===== src/rtl/xor_acc_n2t.sv =====
// ============================================================================
// Module   : xor_acc_n2t
// Brief    : Streaming frame XOR accumulator. Emits XOR word, parity and
//            saturating beat count per frame. Optional out_err via
//            XOR_ACC_ERR_EN.
// Revision : 1.0 - initial release
// ============================================================================
`default_nettype none

module xor_acc_n2t #(
  parameter int WIDTH   = 16,
  parameter int MAX_LEN = 255,
  localparam int CW     = $clog2(MAX_LEN + 1)
) (
  input  logic             clk,
  input  logic             rst_n,
  input  logic             in_valid,
  output logic             in_ready,
  input  logic [WIDTH-1:0] in_data,
  input  logic             in_last,
  output logic             out_valid,
  input  logic             out_ready,
  output logic [WIDTH-1:0] out_data,
  output logic             out_parity,
  output logic [CW-1:0]    out_count
`ifdef XOR_ACC_ERR_EN
  ,
  output logic             out_err
`endif
);

  localparam logic [0:0] ST_ACCUM = 1'b0;
  localparam logic [0:0] ST_DONE  = 1'b1;

  localparam logic [CW-1:0] CNT_MAX = CW'(MAX_LEN);

  logic [0:0]       r_state;
  logic [WIDTH-1:0] r_acc;
  logic [CW-1:0]    r_cnt;

  logic             w_accept;
  logic             w_cnt_full;
  logic [WIDTH-1:0] w_acc_nxt;
  logic [CW-1:0]    w_cnt_nxt;

  assign w_accept   = in_valid & in_ready & (r_state == ST_ACCUM);
  assign w_cnt_full = (r_cnt == CNT_MAX);
  assign w_acc_nxt  = r_acc ^ in_data;
  assign w_cnt_nxt  = w_cnt_full ? r_cnt : r_cnt + 1'b1;

  // in_ready is held low for the first cycle out of reset, then follows state.
  always_ff @(posedge clk or negedge rst_n) begin
    if (!rst_n) begin
      r_state    <= ST_ACCUM;
      r_acc      <= '0;
      r_cnt      <= '0;
      in_ready   <= 1'b0;
      out_valid  <= 1'b0;
      out_data   <= '0;
      out_parity <= 1'b0;
      out_count  <= '0;
    end else begin
      case (r_state)
        ST_ACCUM: begin
          in_ready <= 1'b1;
          if (w_accept) begin
            if (in_last) begin
              out_data   <= w_acc_nxt;
              out_parity <= ^w_acc_nxt;
              out_count  <= w_cnt_nxt;
              r_acc      <= '0;
              r_cnt      <= '0;
              out_valid  <= 1'b1;
              in_ready   <= 1'b0;
              r_state    <= ST_DONE;
            end else begin
              r_acc <= w_acc_nxt;
              r_cnt <= w_cnt_nxt;
            end
          end
        end
        ST_DONE: begin
          if (out_ready) begin
            out_valid <= 1'b0;
            in_ready  <= 1'b1;
            r_state   <= ST_ACCUM;
          end
        end
        default: begin
          r_state   <= ST_ACCUM;
          out_valid <= 1'b0;
          in_ready  <= 1'b0;
        end
      endcase
    end
  end

`ifdef XOR_ACC_ERR_EN
  logic r_ovf;

  // Sticky overflow: any beat arriving once the counter has saturated.
  always_ff @(posedge clk or negedge rst_n) begin
    if (!rst_n) begin
      r_ovf   <= 1'b0;
      out_err <= 1'b0;
    end else if (w_accept) begin
      if (in_last) begin
        out_err <= r_ovf | w_cnt_full;
        r_ovf   <= 1'b0;
      end else if (w_cnt_full) begin
        r_ovf <= 1'b1;
      end
    end
  end
`endif

endmodule

`default_nettype wire

===== config.mk =====
export PLATFORM = sky130hd
export DESIGN_NAME = xor_acc_n2t
export DESIGN_NICKNAME = d
export VERILOG_FILES = /design/src/rtl/xor_acc_n2t.sv
export SDC_FILE = /design/constraint.sdc
export NUM_CORES = 1
export LEC_CHECK = 0
export CORE_MARGIN = 5
export CORE_UTILIZATION = 61
export CTS_CLUSTER_DIAMETER = 200
export CTS_CLUSTER_SIZE = 24
export DETAILED_ROUTE_END_ITERATION = 12
export DONT_BUFFER_PORTS = 1
export PLACE_DENSITY = 0.77
export SLEW_MARGIN = 25
export SYNTH_ARGS = -nofsm -noshare
export SYNTH_HDL_FRONTEND = slang
export SYNTH_SLANG_ARGS = --single-unit
export TNS_END_PERCENT = 5

===== constraint.sdc =====
create_clock -name clk -period 2.1 [get_ports clk]
set_clock_uncertainty 0.05 [all_clocks]
set_input_delay 0.42 -clock clk [delete_from_list [all_inputs] [get_ports clk]]
set_output_delay 0.42 -clock clk [all_outputs]
set_load 0.05 [all_outputs]

==> flow_summary.json <==
{
  "outcome": "finished clean",
  "dieHeight_um": 74.53,
  "totalPowerFinal_mw": 4.123,
  "setup.worst_path.end_class": "register",
  "first_global_vias": 1814,
  "boundaryPins": 48,
  "reg2regPathDepth": 7,
  "critical-path-top-delay-family": "simple AND/OR/NAND/NOR gates",
  "critical_path_class": "reg -> reg",
  "die-area_sq_um": 5554,
  "cts_tree": "built",
  "cts-buffers-inserted": 5,
  "viasPerCell": 5.500,
  "syn-num-nets": 305,
  "whs_ns": 0.1485,
  "gp_congestion": 0.8361,
  "ant_nets": 0,
  "grt_overflow": 0,
  "post_synth_num_cell_types": 28,
  "dpl-instance-area_sq_um": 2582,
  "antenna_found_initial": 0,
  "power_density_nw_per_um2": 1510,
  "syn-instance-count": 283,
  "drt-total-wl_mm": 4.945,
  "postLayoutCellArea_sq_um": 2731,
  "io_buffers": 0,
  "post-place-ws_ns": 0.1926,
  "yosys-top-cells-count": "52 x dfrtp_1, 51 x nand2_1, 46 x o21ai_0",
  "ctsLongestPathBuffers": 2,
  "drive_gt1_share_pct": 5.986,
  "slowest_stage": "dfrtp_1",
  "cp_max_fo": 7,
  "synthArstFlopShare_pct": 100.0,
  "synth_most_common_cell": "dfrtp_1",
  "post-cts-setup-buffer-count": 0,
  "slowest_delay_ns": 0.49,
  "fin_nets": 305,
  "relSlewSlack_pct": 64.53,
  "finalMaxSlewViolations": 0,
  "yosysWarnings": 0,
  "ys_ff_latch": 52,
  "p_leak_nw": 1.199,
  "maxCapViolCount": 0,
  "path_depth": 7,
  "core_sq_um": 4029,
  "drtIter0Drc": 117,
  "crit_chain": "ha_1 > and3_2 > nand2_1 > or2_1 > nand4_1 > mux2i_1 > o21ai_1",
  "synthesis.area_sq_um": 2540,
  "syn_to_final_growth_pct": 7.537,
  "clkSinkCount": 52,
  "drc": 0,
  "tns_ns": 0,
  "placed_cells": 324,
  "synth.area.top_cells": "dfrtp_1 51%, xnor2_1 11%, o21ai_0 9.1%",
  "start_kind": "register",
  "clk_latency_ns": 0.31,
  "postCtsHoldBufs": 2,
  "hold_violations": 0,
  "vias": 1837,
  "cts_max_level": 2,
  "clk_pin_slew_ns": 0.10,
  "min_period_ns": 1.944,
  "rsz0062_at_grt": "no",
  "tightest_slew_ns": 0.5321,
  "wire_per_inst_um": 14.81,
  "ys_seq_area_share_pct": 51.23,
  "stdcell_count": 334,
  "synth_top_area_cell": "dfrtp_1",
  "dp_hpwl_mm": 3.412,
  "cp_data_required_time_ns": 2.25,
  "root_buffer": "clkbuf_8",
  "setup_viol": 0,
  "post_cts_resized": 0,
  "num_rows": 23,
  "synth_top_area_share_pct": 51.23,
  "path_buf_inv": 0,
  "cp.arrival_ns": 2.10,
  "utilization_pct": 67.80,
  "firstDrtPassIters": 5,
  "syn_area_per_cell_sq_um": 8.975,
  "diodes": 0,
  "holdPathStages": 1,
  "fmax_mhz": 514.4,
  "finalWorstSetupSlack_ns": 0.1558,
  "die_w_um": 74.53,
  "grt_max_degree": 53,
  "ir_drop_uv": 834.6,
  "start_util_pct": 63.04,
  "hold_path_class": "in -> reg",
  "fin_crit_sh_pct": 92.58,
  "track_usage_pct": 19.54,
  "synthFlopType": "dfrtp_1",
  "synth_edf_count": 0,
  "grt_pass1_wl_mm": 8.335
}
[routing by layer]
layer | track usage, % | routed length (um) | vias up
li1 | - | - | 941
met4 | 5.534 | 72 | 0
met3 | 7.838 | 406 | 7
met1 | 24.74 | 2113 | 848
met5 | 0 | 0 | -
met2 | 31.12 | 2353 | 41
[worst register-to-register path, cell delays in order (launching register included)]
cell,delay (ns)
dfrtp_1,0.49
ha_1,0.24
and3_2,0.23
nand2_1,0.08
or2_1,0.30
nand4_1,0.16
mux2i_1,0.20
o21ai_1,0.07
[logic make-up after synthesis]
family          after synthesis  synth area share [%]
compound gates               73                 15.07
xor+xnor                     34                 11.72
simple gates                 91                 15.62
mux                           4                 1.675
fa+ha+maj                     1                0.4925
flops                        52                 51.23
buf+inv                      28                 4.187
[worst paths after layout]
| path | from | to | slack, ns |
|---|---|---|---|
| min reg2reg | r_acc[13] | r_acc[13] | 0.47 |
| min | in_last | r_cnt[4] | 0.15 |
| max reg2reg | r_cnt[0] | r_cnt[3] | 0.16 |
| min in group asynchronous | rst_n | out_count[2] | 0.57 |
| max in group asynchronous | rst_n | r_acc[4] | 1.21 |
| max | r_cnt[0] | r_cnt[3] | 0.16 |
[cells in the final DEF, fill, tap and decap left out, drive strengths merged, types with 2 or more instances in the layout]
| cell type | synthesis | final |
|---|---|---|
| a31oi | 2 | 2 |
| dfrtp | 52 | 52 |
| o21ai | 47 | 47 |
| nand2b | 2 | 2 |
| o21a | 2 | 2 |
| mux2 | 2 | 2 |
| nor3 | 17 | 17 |
| buf | 1 | 5 |
| a21oi | 18 | 18 |
| nand3 | 6 | 6 |
| o31ai | 3 | 3 |
| nand2 | 51 | 51 |
| or2 | 2 | 2 |
| mux2i | 2 | 2 |
| and3 | 2 | 2 |
| nor2 | 8 | 8 |
| inv | 15 | 15 |
| xnor2 | 31 | 31 |
| clkbuf | 12 | 5 |
| xor2 | 3 | 3 |
[power by group]
part	total, mW	internal, mW	switching (mW)
combinational	1.17	0.601	0.566
clock	0.697	0.353	0.344
sequential	2.26	1.31	0.949
[area by class of cell]
class | count | area, sq um
Sequential cell | 52 | 1301
Fill cell | 322 | 1297
Multi-Input combinational cell | 203 | 1132
Clock buffer | 5 | 68.82
Timing Repair Buffer | 6 | 67.56
Tap cell | 50 | 62.56
Inverter | 15 | 56.30
Clock inverter | 3 | 42.54
[state kept, by name, summed over array words and instances (netlist names)]
signal	count
in_ready	1
out_count	8
out_data	16
out_parity	1
out_valid	1
r_acc	16
r_cnt	8
r_state	1
No activity file was read; power rests on OpenSTA's default activity.
